[config.mk]
export PLATFORM = sky130hd
export DESIGN_NAME = step_pulse_gen
export DESIGN_NICKNAME = d
export VERILOG_FILES = /design/src/rtl/step_pulse_gen.sv
export SDC_FILE = /design/constraint.sdc
export NUM_CORES = 1
export LEC_CHECK = 0
export CAP_MARGIN = 30
export CORE_UTILIZATION = 40
export DETAILED_ROUTE_END_ITERATION = 10
export GPL_ROUTABILITY_DRIVEN = 0
export GPL_TIMING_DRIVEN = 0
export HOLD_SLACK_MARGIN = 0.05
export PLACE_DENSITY_LB_ADDON = 0.12
export SLEW_MARGIN = 20
export SYNTH_ARGS = -nofsm -noshare
export SYNTH_HDL_FRONTEND = slang
export SYNTH_SLANG_ARGS = --single-unit
[constraint.sdc]
create_clock -name clk -period 4.6 [get_ports clk]
set_clock_uncertainty 0.05 [all_clocks]
set_input_delay 0.46 -clock clk [delete_from_list [all_inputs] [get_ports clk]]
set_output_delay 0.46 -clock clk [all_outputs]
set_load 0.01 [all_outputs]
[src/rtl/step_pulse_gen.sv]
// step_pulse_gen
//   Command-driven step/direction pulse generator feeding the stepper driver.
//   A move command (dir, steps, period) is accepted over valid/ready; the block
//   then holds direction for DIR_SETUP_CYC clocks and emits `cmd_steps`
//   pulses, each PULSE_HIGH_CYC clocks high, rising every effective period
//   (cmd_period clamped up to 2*PULSE_HIGH_CYC). A signed absolute position is
//   tracked across moves and cleared only by reset.
//
// Ports
//   clk, rst_n        system clock, async active-low reset
//   cmd_valid/ready   command handshake (ready only while idle)
//   cmd_dir           1 = forward (+1/step), 0 = reverse (-1/step)
//   cmd_steps         pulse count, 0 legal
//   cmd_period        clocks between rising edges (clamped)
//   abort             level; ends the move cleanly (never truncates a pulse)
//   rotate_pulse      step output
//   direction         direction output, changes only on accept
//   busy              move in progress
//   done              1-cycle pulse at end of each accepted command
//   aborted           1-cycle pulse with done when the move was aborted
//   steps_remaining   pulses not yet started
//   position          signed absolute position (wraps)
//
// All outputs are registered; the comb block computes next-state values and
// the output flops are loaded from those.
module step_pulse_gen #(
  parameter int DIR_SETUP_CYC  = 4,
  parameter int PULSE_HIGH_CYC = 8,
  parameter int COUNT_W        = 16,
  parameter int PERIOD_W       = 16,
  parameter int POS_W          = 32
) (
  input  logic               clk,
  input  logic               rst_n,
  input  logic               cmd_valid,
  output logic               cmd_ready,
  input  logic               cmd_dir,
  input  logic [COUNT_W-1:0] cmd_steps,
  input  logic [PERIOD_W-1:0] cmd_period,
  input  logic               abort,
  output logic               rotate_pulse,
  output logic               direction,
  output logic               busy,
  output logic               done,
  output logic               aborted,
  output logic [COUNT_W-1:0] steps_remaining,
  output logic [POS_W-1:0]   position
);

  // Phase counter must hold both the setup/high lengths (<=255) and a full
  // clamped period.
  localparam int CNT_W = (PERIOD_W + 1 > 9) ? PERIOD_W + 1 : 9;
  localparam logic [CNT_W-1:0] SETUP_LD = CNT_W'(DIR_SETUP_CYC - 1);
  localparam logic [CNT_W-1:0] HIGH_LD  = CNT_W'(PULSE_HIGH_CYC - 1);
  localparam logic [CNT_W-1:0] HIGH_C   = CNT_W'(PULSE_HIGH_CYC);
  localparam logic [CNT_W-1:0] MIN_PER  = CNT_W'(2 * PULSE_HIGH_CYC);
  localparam logic [CNT_W-1:0] ONE      = CNT_W'(1);

  typedef enum logic [2:0] {IDLE, SETUP, HIGH, LOW, FINISH} state_t;

  state_t             state_q, state_d;
  logic [CNT_W-1:0]   cnt_q, cnt_d;     // clocks left in current phase, minus 1
  logic [CNT_W-1:0]   per_q, per_d;     // effective period of the active move
  logic [CNT_W-1:0]   per_in;
  logic               fin_wait_q, fin_wait_d; // zero-step move: one quiet FINISH cycle before done
  logic               abt_q, abt_d;     // move is ending because of abort
  logic               pend_q, pend_d;   // abort seen during HIGH, honoured at its end
  logic               dir_d;
  logic [COUNT_W-1:0] rem_d;
  logic [POS_W-1:0]   pos_d;

  always_comb begin
    state_d    = state_q;
    cnt_d      = cnt_q;
    per_d      = per_q;
    fin_wait_d = fin_wait_q;
    abt_d      = abt_q;
    pend_d     = pend_q;
    dir_d      = direction;
    rem_d      = steps_remaining;
    pos_d      = position;

    per_in = CNT_W'(cmd_period);
    if (per_in < MIN_PER) per_in = MIN_PER;

    case (state_q)
      IDLE: begin
        if (cmd_valid && cmd_ready) begin
          dir_d  = cmd_dir;
          rem_d  = cmd_steps;
          per_d  = per_in;
          abt_d  = 1'b0;
          pend_d = 1'b0;
          if (cmd_steps == '0) begin
            // done lands one clock after accept, so FINISH is held one
            // extra (silent) cycle.
            state_d    = FINISH;
            fin_wait_d = 1'b1;
          end else begin
            state_d = SETUP;
            cnt_d   = SETUP_LD;
          end
        end
      end

      SETUP: begin
        if (abort) begin
          state_d    = FINISH;
          abt_d      = 1'b1;
          fin_wait_d = 1'b0;
        end else if (cnt_q == '0) begin
          state_d = HIGH;
          cnt_d   = HIGH_LD;
          pend_d  = 1'b0;
          rem_d   = steps_remaining - COUNT_W'(1);
          pos_d   = direction ? position + POS_W'(1) : position - POS_W'(1);
        end else begin
          cnt_d = cnt_q - ONE;
        end
      end

      HIGH: begin
        // A pulse always completes its full width, abort or not.
        if (cnt_q == '0) begin
          if (abort || pend_q) begin
            state_d    = FINISH;
            abt_d      = 1'b1;
            fin_wait_d = 1'b0;
          end else begin
            state_d = LOW;
            cnt_d   = per_q - HIGH_C - ONE;
          end
        end else begin
          cnt_d = cnt_q - ONE;
          if (abort) pend_d = 1'b1;
        end
      end

      LOW: begin
        if (abort) begin
          state_d    = FINISH;
          abt_d      = 1'b1;
          fin_wait_d = 1'b0;
        end else if (cnt_q == '0) begin
          if (steps_remaining != '0) begin
            state_d = HIGH;
            cnt_d   = HIGH_LD;
            pend_d  = 1'b0;
            rem_d   = steps_remaining - COUNT_W'(1);
            pos_d   = direction ? position + POS_W'(1) : position - POS_W'(1);
          end else begin
            state_d    = FINISH;
            fin_wait_d = 1'b0;
          end
        end else begin
          cnt_d = cnt_q - ONE;
        end
      end

      FINISH: begin
        if (fin_wait_q) fin_wait_d = 1'b0;
        else            state_d    = IDLE;
      end

      default: state_d = IDLE;
    endcase
  end

  always_ff @(posedge clk or negedge rst_n) begin
    if (!rst_n) begin
      state_q         <= IDLE;
      cnt_q           <= '0;
      per_q           <= '0;
      fin_wait_q      <= 1'b0;
      abt_q           <= 1'b0;
      pend_q          <= 1'b0;
      direction       <= 1'b0;
      steps_remaining <= '0;
      position        <= '0;
      rotate_pulse    <= 1'b0;
      busy            <= 1'b0;
      cmd_ready       <= 1'b0;
      done            <= 1'b0;
      aborted         <= 1'b0;
    end else begin
      state_q         <= state_d;
      cnt_q           <= cnt_d;
      per_q           <= per_d;
      fin_wait_q      <= fin_wait_d;
      abt_q           <= abt_d;
      pend_q          <= pend_d;
      direction       <= dir_d;
      steps_remaining <= rem_d;
      position        <= pos_d;
      rotate_pulse    <= (state_d == HIGH);
      busy            <= (state_d != IDLE);
      cmd_ready       <= (state_d == IDLE);
      done            <= (state_d == FINISH) && !fin_wait_d;
      aborted         <= (state_d == FINISH) && !fin_wait_d && abt_d;
    end
  end

endmodule

==> qor.txt, run 1 <==
WORST SETUP PATH
-----------------------------------------------------------------------------------------------------------------
Kind of critical path                                                                                     reg2reg
Critical Path Fanout Max                                                                                       31
Critical path launch point type                                                                         flip-flop
Data required time of the worst path                                                                      4830 ps
WP data arrival                                                                                           4080 ps
Register-to-Register Setup Slack                                                                           750 ps
Endpoint type of the worst setup path                                                                   flip-flop

GRT
-----------------------------------------------------------------------------------------------------------------
Remaining global-route overflow                                                                                 0
Number of global-route vias before repair                                                                    5933
Maximum number of pins on one net before global-route repair                                                   48
Global-route wire length before repair                                                                   29860 um
Total global-route track usage                                                                             22.50%
Number of antenna violations at the first check in global routing                                               0

CELLS AND AREA
-----------------------------------------------------------------------------------------------------------------
Finished Layout Cells                                                                                        1098
NumNets Final                                                                                                 949
Commonest cells after routing, fill and taps aside                                                   dfrtp_1 (93), clkdlybuf4s50_1 (88), nand2_1 (79), nor2_1 (67), a21oi_1 (64)
Finished Core Util                                                                                         50.25%
Share of post-route cells with drive strength above 1                                                      6.349%
Footprint of the multi-input gates                                                                     3930 sq um
Filler Cell Count                                                                                            1546
Diodes inserted                                                                                                 0
Commonest non-fill, non-tap cell in the layout                                                            dfrtp_1
Syn-to-layout area delta                                                                                   22.83%
Summed area of non-filler cells in the final layout                                                    7983 sq um
Sequential cell area                                                                                   2327 sq um

YOSYS
-----------------------------------------------------------------------------------------------------------------
Sequential element share of the synthesized area                                                           35.81%
Share of the synthesized area in compound gates (AO/OA/AOI/OAI)                                            23.60%
Largest family of logic cells by synthesized area                                                    compound AO/OA/AOI/OAI gates
Number of nets produced by synthesis                                                                          846
Share of cell area taken by muxes after synthesis                                                          2.233%
Area leader, netlist                                                                                      dfrtp_1
Basic-gate share of the synthesized area counting and, or, nand and nor cells                              21.85%
Synth Flop Type                                                                                           dfrtp_1
Arithmetic-cell share of the synthesized area counting full adders, half adders and majority gates         6.854%
FF+latch count, synth                                                                                          93
Fraction of synthesized cell area taken by the top area cell type                                          35.81%
Instance count of the mapped netlist                                                                          774
Asr flop ratio synth                                                                                       100.0%
Synth Warn #                                                                                                    0
Mapped cell area                                                                                       6499 sq um
Mean cell area of the mapped netlist                                                                  8.396 sq um
Synth Area in XOR/XNOR                                                                                     5.930%
Number of enable flip-flop cells after synthesis                                                                0
Distinct cells, synth                                                                                          71
Cells taking the most area after synthesis                                                           dfrtp_1 (36%), ha_1 (6.5%), a21oi_1 (4.9%), nand2_1 (4.6%), o21ai_0 (4.4%)

PWR
-----------------------------------------------------------------------------------------------------------------
Sequential share of power                                                                                   26.1%
Share of total power consumed by net switching                                                             47.71%
Share of total power in combinational logic                                                                 61.0%
Worst ir drop on vdd                                                                                    0.2569 mV
Static leakage power                                                                                  0.003364 uW
Total Power                                                                                               5694 uW
P per Cell Area                                                                                      713.3 nW/um^2
Clock share of power                                                                                        12.8%
Net switching power                                                                                       2717 uW
Cell-internal power                                                                                       2977 uW

ROUTING
-----------------------------------------------------------------------------------------------------------------
Routed Antenna Nets                                                                                             0
Detailed-route vias per instance                                                                            5.755
1st-iter DRT viols                                                                                            362
Pre-Repair DR Iteration Count                                                                                   4
Final wirelength                                                                                         18090 um
Number of vias in the routed layout                                                                          6319
Routed wire length per instance                                                                          16.48 um
Post-detailed-route DRC marker count                                                                            0

CLOCK TREE
-----------------------------------------------------------------------------------------------------------------
CTS tree                                                                                                     done
Clock slew at the register clock pins of the worst setup and hold paths                                     70 ps
Sinks on Clock Net                                                                                             93
Maximum level of the CTS H-tree                                                                                 3
Gates resized, CTS repair                                                                                       0
Total clock buffers created by CTS                                                                              9
Maximum clock path buffer count                                                                                 2
Master cell of the clock root buffer                                                                    clkbuf_16
Clock Latency Late Sink                                                                                    360 ps

PLACED DESIGN
-----------------------------------------------------------------------------------------------------------------
Port Buf Inserts                                                                                               89
Area post-placement                                                                                    7689 sq um
Count of placed standard cells including taps                                                                1080
Half-perimeter wire length of the detailed placement result                                              13310 um

DIE
-----------------------------------------------------------------------------------------------------------------
Die X                                                                                                    129.5 um
Number of top-level pins                                                                                       91
Overall die area                                                                                      16760 sq um
Count of standard-cell rows                                                                                    46
Area of the placeable core                                                                            15890 sq um
Starting density of the core                                                                               40.91%
Die boundary height                                                                                      129.5 um

TIMING
-----------------------------------------------------------------------------------------------------------------
Unrepaired setup endpoints after global routing                                                                no
Top achievable clock speed                                                                              259.8 MHz
Period minus WS final                                                                                     3849 ps
Relative slew slack                                                                                        48.33%
Hold Vio Cnt, Final                                                                                             0
Max Slew Vio Count                                                                                              0
Actual slew at the worst max-slew pin                                                                    768.0 ps
Finish-stage setup viols                                                                                        0
Hold WS                                                                                                  416.3 ps
Fin crit share                                                                                             83.67%

MIN PATH
-----------------------------------------------------------------------------------------------------------------
Tightest Hold Check Type                                                                                  reg2reg

RUN STATUS
-----------------------------------------------------------------------------------------------------------------
Outcome                                                                                              finished clean

FLOW RUN
-----------------------------------------------------------------------------------------------------------------
Maximum Capacitance Violations                                                                                  0

[metrics by stage]
stage	TNS, ps	worst slack, ps
after floorplan	0	1287
after global placement	-66120	-719.6
after detailed placement	0	554.7
after CTS	0	515.7
after global routing	0	555.9
final	0	751.1
[logic make-up after synthesis]
group,Yosys count
buffers and inverters,60
and+or+nand+nor,292
adders and majority gates,35
xor gates and xnor gates,44
DFF,93
AOI/OAI and AO/OA,237
muxes,13
[metal layers]
metal	share of wire, %	track usage [%]	vias to the layer above
met5	0	0	-
met4	1.6	8.482	0
met3	5.7	3.262	25
met2	48	36.53	225
met1	45	30.37	3003
li1	-	-	3066
[power by group through the flow]
stage               Clock [uW]  Combinational [uW]  Sequential (uW)
floorplan                    0                2340             1490
global placement             0                3370             1490
detailed placement           0                3430             1500
CTS                        752                3440             1490
global route               776                3880             1540
finish                     731                3470             1490
[worst paths after layout]
kind / startpoint / end / cells past startpoint
setup / recovery: direction / position[31] / 10
setup reg to reg: direction / position[31] / 10
max in group asynchronous: rst_n / cnt_q[11] / 3
hold / removal: position[31] / position[31] / 1
min in group asynchronous: rst_n / position[1] / 2
hold reg to reg: position[31] / position[31] / 1
[registers in the layout (all words and copies together), names as in the netlist]
| signal | cells |
|---|---|
| per_q | 16 |
| busy | 1 |
| fin_wait_q | 1 |
| pend_q | 1 |
| cnt_q | 17 |
| done | 1 |
| steps_remaining | 16 |
| state_q | 3 |
| abt_q | 1 |
| position | 32 |
| direction | 1 |
| rotate_pulse | 1 |
| aborted | 1 |
| cmd_ready | 1 |
[synthesized netlist by cell type, types with 12 or more instances]
cell type	instances
a21o_1	12
a21oi_1	64
a22o_1	14
clkbuf_1	26
dfrtp_1	93
ha_1	34
inv_1	24
mux2_2	12
nand2_1	79
nand3_1	28
nor2_1	67
nor3_1	35
nor4_1	14
o21ai_0	57
o22ai_1	15
or3_1	14
xnor2_1	25
xor2_1	19
[repair_timing]
| item | in CTS | in global routing |
|---|---|---|
| hold buffers | 1 | 0 |
| setup buffers | 0 | 0 |
| hold endpoints to repair | 46 | 0 |
[worst max-delay path, stage by stage (launching register included)]
cell and delay (ps):
dfrtp_1 580, inv_2 380, ha_1 410, clkbuf_1 300
nand2_1 110, or4_1 620, or3_1 400, a21oi_1 220
nor2_1 70, a211oi_1 420, xnor2_1 170
[layout make-up]
cell class	instances	share of cell area (%)
clock inverters	7	0.6897
multi-input cells	621	49.23
inverters	25	1.176
well taps	216	3.386
plain buffers	35	1.850
flip-flops and latches	93	29.15
repair buffers	92	11.69
clock buffers	9	2.821
(Power assumes the default switching activity.)
==> run 2, diff against run 1 <==
==> constraint.sdc (replaced) <==
create_clock -name clk -period 3.6 [get_ports clk]
set_clock_uncertainty 0.05 [all_clocks]
set_input_delay 0.36 -clock clk [delete_from_list [all_inputs] [get_ports clk]]
set_output_delay 0.36 -clock clk [all_outputs]
set_load 0.01 [all_outputs]
==> run 2 against run 1 <==
Effect of this change: largest power group unchanged; global-route usage about the same; highest routed layer unchanged; final area increased by 0.42%; routed wire length up 0.11%; critical endpoint is now position[28]; fmax is 14% higher; clock power grew 28%; flip-flop and latch count stayed put; final cell count about the same; sequential power grew 28%; hold slack barely moved; die area unchanged.
==> qor.txt, run 2 (same netlist as run 1, synthesis figures left out) <==
ROUTING
--------------------------------------------------------------------------------------
Detailed-route vias per instance                                                 5.813   +1.0%
Post-detailed-route DRC marker count                                                 0   unchanged
Routed wire length per instance                                               16.51 um   +0.20%
Final wirelength                                                              18110 um   +0.11%
1st-iter DRT viols                                                                 364   +0.55%
Pre-Repair DR Iteration Count                                                        5   +1
Number of vias in the routed layout                                               6377   +0.92%
Routed Antenna Nets                                                                  0   unchanged

PLACED DESIGN
--------------------------------------------------------------------------------------
Half-perimeter wire length of the detailed placement result                   13310 um   unchanged
Post-Place Worst Slack                                                       -445.3 ps   -1000 ps
Port Buf Inserts                                                                    89   unchanged
Area post-placement                                                         7689 sq um   unchanged

CELLS AND AREA
--------------------------------------------------------------------------------------
Syn-to-layout area delta                                                        23.35%
Filler Cell Count                                                                 1541   -0.32%
Summed area of non-filler cells in the final layout                         8016 sq um   +0.42%
Register name with the most flops                                             position
NumNets Final                                                                      948   -0.11%
Commonest cells after routing, fill and taps aside                        dfrtp_1 (92), clkdlybuf4s50_1 (88), nand2_1 (79), nor2_1 (67), a21oi_1 (64)
Commonest non-fill, non-tap cell in the layout                                 dfrtp_1
Share of post-route cells with drive strength above 1                           6.924%   +0.57 points
Number of flip-flops under the largest register name                                32   unchanged
Largest registers in the final layout                                     position (32), cnt_q (17)
Diodes inserted                                                                      0   unchanged

CLOCK TREE
--------------------------------------------------------------------------------------
Master cell of the clock root buffer                                         clkbuf_16
Clock Latency Late Sink                                                         350 ps   about the same
Post-CTS setup buffer count                                                          0   unchanged
Total clock buffers created by CTS                                                   9   unchanged
Clock slew at the register clock pins of the worst setup and hold paths          70 ps   about the same
Maximum level of the CTS H-tree                                                      3   unchanged
CTS tree                                                                          done
Sinks on Clock Net                                                                  93   unchanged
Maximum clock path buffer count                                                      2   unchanged

GRT
--------------------------------------------------------------------------------------
Maximum number of pins on one net before global-route repair                        48   unchanged
Global-route wire length before repair                                        29930 um   +0.21%
Remaining global-route overflow                                                      0   unchanged
Total global-route track usage                                                  22.52%   +0.027 points
Number of global-route vias before repair                                         5945   +0.20%
Number of antenna violations at the first check in global routing                    0   unchanged

FLOW RUN
--------------------------------------------------------------------------------------
Maximum Capacitance Violations                                                       0   unchanged

WORST SETUP PATH
--------------------------------------------------------------------------------------
Register-to-Register Setup Slack                                                230 ps   -520 ps
FF-to-FF Start                                                               direction
WP data arrival                                                                3610 ps   -470 ps
Terminus of the critical flop-to-flop path                                position[28]
Endpoint type of the worst setup path                                        flip-flop
Kind of critical path                                                          reg2reg
Data required time of the worst path                                           3840 ps   -990 ps
Critical path launch point type                                              flip-flop
Count of cells along the worst register-to-register path                             9   -1
Critical Path Fanout Max                                                            31   unchanged

DIE
--------------------------------------------------------------------------------------
Number of top-level pins                                                            91   unchanged
Overall die area                                                           16760 sq um   unchanged
Die X                                                                         129.5 um   unchanged
Starting density of the core                                                    40.91%   unchanged
Count of standard-cell rows                                                         46   unchanged
Die boundary height                                                           129.5 um   unchanged
Area of the placeable core                                                 15890 sq um   unchanged

TIMING
--------------------------------------------------------------------------------------
Fin crit share                                                                  93.70%   +10 points
Period minus WS final                                                          3373 ps   -475.8 ps
Actual slew at the worst max-slew pin                                         763.4 ps   -4.655 ps
Unrepaired setup endpoints after global routing                                     no
Top achievable clock speed                                                   296.5 MHz   +14%
Hold WS                                                                       416.4 ps   +0.06800 ps
Minimum setup slack in the final design                                       226.9 ps   -524.2 ps
Finish-stage setup viols                                                             0   unchanged
Max Slew Vio Count                                                                   0   unchanged
Hold Vio Cnt, Final                                                                  0   unchanged
Relative slew slack                                                             48.64%   +0.31 points

PWR
--------------------------------------------------------------------------------------
P per Cell Area                                                           912.4 nW/um^2   +28%
Static leakage power                                                       0.003370 uW   +0.18%
Total Power                                                                    7314 uW   +28%
Worst ir drop on vdd                                                         0.3311 mV   +29%

MIN PATH
--------------------------------------------------------------------------------------
Endpoint of the worst hold-timing path                                    position[31]
Tightest Hold Check Type                                                       reg2reg
Hold wc startpoint                                                        position[31]
Hold Path Stages                                                                     1   unchanged

RUN STATUS
--------------------------------------------------------------------------------------
Outcome                                                                   finished clean

==> run 2: worst max-delay path, stage by stage (launching register included) <==
cell       delay (ps)
dfrtp_2           530
inv_6             180
ha_1              450
nand3_1           130
o221ai_1          500
a2111oi_4         170
nor3_1            480
nor2_1            210
or4_1             500
nand3_1           100
==> run 2: metrics by stage <==
step / instances / TNS [ps] / util, %
final: 1097 / 0 / 50.46
after global routing: 1097 / 0 / 50.46
after CTS: 1097 / 0 / 50.29
after detailed placement: 1080 / -2113 / 48.40
after global placement: 1079 / -156780 / 48.22
after floorplan: 774 / 0 / -
==> run 2: cell type report <==
cell class / count / area [sq um] / share of cell area (%)
multi-input cells: 621 / 3960 / 49.40
clock inverters: 7 / 55.05 / 0.6867
clock buffers: 9 / 225.2 / 2.809
well taps: 216 / 270.3 / 3.371
repair buffers: 91 / 929.6 / 11.60
plain buffers: 35 / 148.9 / 1.857
inverters: 25 / 98.84 / 1.233
flip-flops and latches: 93 / 2328 / 29.05
==> run 2: power by group <==
group | switching, uW | internal, uW
clock | 461 | 477
combinational | 2570 | 1900
sequential | 464 | 1440
total | 3490 | 3820
==> run 2: worst max-delay path by stage <==
stage | start | to | cells past startpoint
global route | steps_remaining[0] | position[17] | 10
floorplan | direction | position[26] | 9
CTS | direction | position[31] | 10
finish | direction | position[28] | 9
detailed placement | direction | position[26] | 9
global placement | rst_n | per_q[12] | 1
==> run 2: metal layers <==
layer	routed length [um]	global-route usage [%]	vias up
met3	927	3.427	28
met4	318	8.755	0
met1	8295	30.24	3064
met2	8570	36.53	221
li1	-	-	3064
met5	0	0	-
==> run 2: repair_timing <==
action	4_1_cts	5_1_grt
hold buffers	1	0
endpoints found under the hold margin	46	0
resized for setup	4	6
setup endpoints to repair	9	9
==> run 3, diff against run 2 <==
--- a/config.mk
+++ b/config.mk
@@ -11,6 +11,7 @@
 export GPL_ROUTABILITY_DRIVEN = 0
 export GPL_TIMING_DRIVEN = 0
 export HOLD_SLACK_MARGIN = 0.05
+export MAX_ROUTING_LAYER = met4
 export PLACE_DENSITY_LB_ADDON = 0.12
 export SLEW_MARGIN = 20
 export SYNTH_ARGS = -nofsm -noshare
==> run 3 against run 2 <==
Effect of this change: flip-flop and latch count unchanged; critical path depth unchanged; largest power group unchanged; global-route usage up 0.69 points; power about the same; sequential share of layout area unchanged; combinational power about the same; routed wire length up 0.19%; final area unchanged; first-iteration DRC count up 0.27%; highest routed layer unchanged; non-clock buffer count unchanged; clock power about the same.
==> qor.txt, run 3 (same netlist as run 1, synthesis figures left out) <==
WORST SETUP PATH
--------------------------------------------------------------------------------------
Endpoint type of the worst setup path                                        flip-flop
Cell repeated most along the worst path                                        nand3_1
Cell breakdown of the critical path                                       inv_6 -> ha_1 -> nand3_1 -> o221ai_1 -> a2111oi_4 -> nor3_1 -> nor2_1 -> or4_1 -> nand3_1
WP data arrival                                                                3600 ps   about the same
Register-to-Register Setup Slack                                                230 ps   about the same
Number of buffer and inverter stages on the critical path                            1   unchanged
Worst path max stage delay                                                      520 ps   about the same
Critical path launch point type                                              flip-flop
Cell with the biggest individual delay on the critical path                    dfrtp_2
Kind of critical path                                                          reg2reg
Delay-heaviest family, CP                                                 simple AND/OR/NAND/NOR gates
Critical Path Fanout Max                                                            31   unchanged
Data required time of the worst path                                           3830 ps   about the same

DIE
--------------------------------------------------------------------------------------
Overall die area                                                           16760 sq um   unchanged
Starting density of the core                                                    40.91%   unchanged
Count of standard-cell rows                                                         46   unchanged
Area of the placeable core                                                 15890 sq um   unchanged
Number of top-level pins                                                            91   unchanged
Die X                                                                         129.5 um   unchanged
Die boundary height                                                           129.5 um   unchanged

PWR
--------------------------------------------------------------------------------------
Share of total power consumed by net switching                                  47.79%   about the same
Static leakage power                                                       0.003370 uW   unchanged
Cell-internal power                                                            3822 uW   about the same
Net switching power                                                            3499 uW   +0.19%
Total Power                                                                    7321 uW   about the same
Worst ir drop on vdd                                                         0.3284 mV   -0.82%
Clock share of power                                                             12.8%   about the same
Share of total power in combinational logic                                      61.1%   about the same
Sequential share of power                                                        26.1%   about the same
P per Cell Area                                                           913.2 nW/um^2   about the same

CELLS AND AREA
--------------------------------------------------------------------------------------
Commonest non-fill, non-tap cell in the layout                                 dfrtp_1
Finished Layout Cells                                                             1097   unchanged
Footprint of the multi-input gates                                          3960 sq um   unchanged
Register name with the most flops                                             position
Commonest cells after routing, fill and taps aside                        dfrtp_1 (92), clkdlybuf4s50_1 (88), nand2_1 (79), nor2_1 (67), a21oi_1 (64)
Number of flip-flops under the largest register name                                32   unchanged
Sequential cell area                                                        2328 sq um   unchanged
NumNets Final                                                                      948   unchanged
Diodes inserted                                                                      0   unchanged
Largest registers in the final layout                                     position (32), cnt_q (17)
Filler Cell Count                                                                 1541   unchanged
Share of post-route cells with drive strength above 1                           6.924%   unchanged
Syn-to-layout area delta                                                        23.35%   unchanged

GRT
--------------------------------------------------------------------------------------
Remaining global-route overflow                                                      0   unchanged
Number of antenna violations at the first check in global routing                    0   unchanged
Total global-route track usage                                                  23.22%   +0.69 points
Number of global-route vias before repair                                         5950   +0.084%
Global-route wire length before repair                                        29880 um   -0.14%
Maximum number of pins on one net before global-route repair                        48   unchanged

TIMING
--------------------------------------------------------------------------------------
Hold WS                                                                       416.4 ps   -0.004000 ps
Minimum setup slack in the final design                                       234.3 ps   +7.392 ps
Fin crit share                                                                  93.49%   -0.21 points
Hold Vio Cnt, Final                                                                  0   unchanged
Max Slew Vio Count                                                                   0   unchanged
Actual slew at the worst max-slew pin                                         763.6 ps   +0.2164 ps
Top achievable clock speed                                                   297.1 MHz   +0.22%
Finish-stage setup viols                                                             0   unchanged
Unrepaired setup endpoints after global routing                                     no
Relative slew slack                                                             48.62%   about the same
Setup TNS                                                                         0 ps   unchanged
Period minus WS final                                                          3366 ps   -7.392 ps

ROUTING
--------------------------------------------------------------------------------------
Post-detailed-route DRC marker count                                                 0   unchanged
Routed wire length per instance                                               16.54 um   +0.19%
Final wirelength                                                              18150 um   +0.19%
1st-iter DRT viols                                                                 365   +0.27%
Number of vias in the routed layout                                               6365   -0.19%
Routed Antenna Nets                                                                  0   unchanged
Detailed-route vias per instance                                                 5.802   -0.19%
Pre-Repair DR Iteration Count                                                        5   unchanged

RUN STATUS
--------------------------------------------------------------------------------------
Outcome                                                                   finished clean

CLOCK TREE
--------------------------------------------------------------------------------------
Clock Latency Late Sink                                                         350 ps   about the same
CTS tree                                                                          done
Total clock buffers created by CTS                                                   9   unchanged
Maximum clock path buffer count                                                      2   unchanged
Master cell of the clock root buffer                                         clkbuf_16
Sinks on Clock Net                                                                  93   unchanged
Clock slew at the register clock pins of the worst setup and hold paths          70 ps   about the same
Maximum level of the CTS H-tree                                                      3   unchanged

PLACED DESIGN
--------------------------------------------------------------------------------------
Count of placed standard cells including taps                                     1080   unchanged
Half-perimeter wire length of the detailed placement result                   13310 um   unchanged
Port Buf Inserts                                                                    89   unchanged
Post-Place Worst Slack                                                       -445.3 ps   unchanged

MIN PATH
--------------------------------------------------------------------------------------
Tightest Hold Check Type                                                       reg2reg

FLOW RUN
--------------------------------------------------------------------------------------
Maximum Capacitance Violations                                                       0   unchanged

## run 3: cell counts in the layout (fill, tap and decap cells not counted)
No cell type changed its count.
## run 3: repair_timing
action | CTS | global route
hold buffers | 1 | 0
gates resized for setup | 4 | 6
endpoints found under the hold margin | 46 | 0
setup buffers | 0 | 0
setup endpoints to repair | 9 | 9
## run 3: metal layers
metal	wire, um	GRT usage, %	up-vias
met5	0	-	-
met4	276	8.755	0
met3	882	3.303	24
met2	8606	36.53	222
met1	8380	30.29	3049
li1	-	-	3070
## run 3: path summary, 6_finish.rpt
check                             start      endpoint  cells after the start
min reg2reg                position[31]  position[31]                      1
min in group asynchronous         rst_n   position[1]                      2
max in group asynchronous         rst_n     cnt_q[11]                      3
min                        position[31]  position[31]                      1
max                           direction  position[28]                      9
max reg2reg                   direction  position[28]                      9
## run 3: layout make-up
class	count	share of cell area, %
multi-input combinational	621	49.40
sequential	93	29.05
buffer	35	1.857
clock inverter	7	0.6867
clock buffer	9	2.809
tap	216	3.371
inverter	25	1.233
timing repair buffer	91	11.60
## run 3: per-stage QoR
stage                     utilization (%)  instance area (sq um)
after global routing                50.46                   8016
after CTS                           50.29                   7989
after floorplan                         -                   6499
final                               50.46                   8016
after global placement              48.22                   7660
after detailed placement            48.40                   7689
## run 3: power by group through the flow
stage	clock network, uW	registers (uW)	logic (uW)
6_report	938	1910	4470
5_1_grt	992	1980	4990
4_1_cts	961	1900	4410
3_5_place_dp	0	1910	4380
3_3_place_gp	0	1900	4300
2_1_floorplan	0	1910	2980
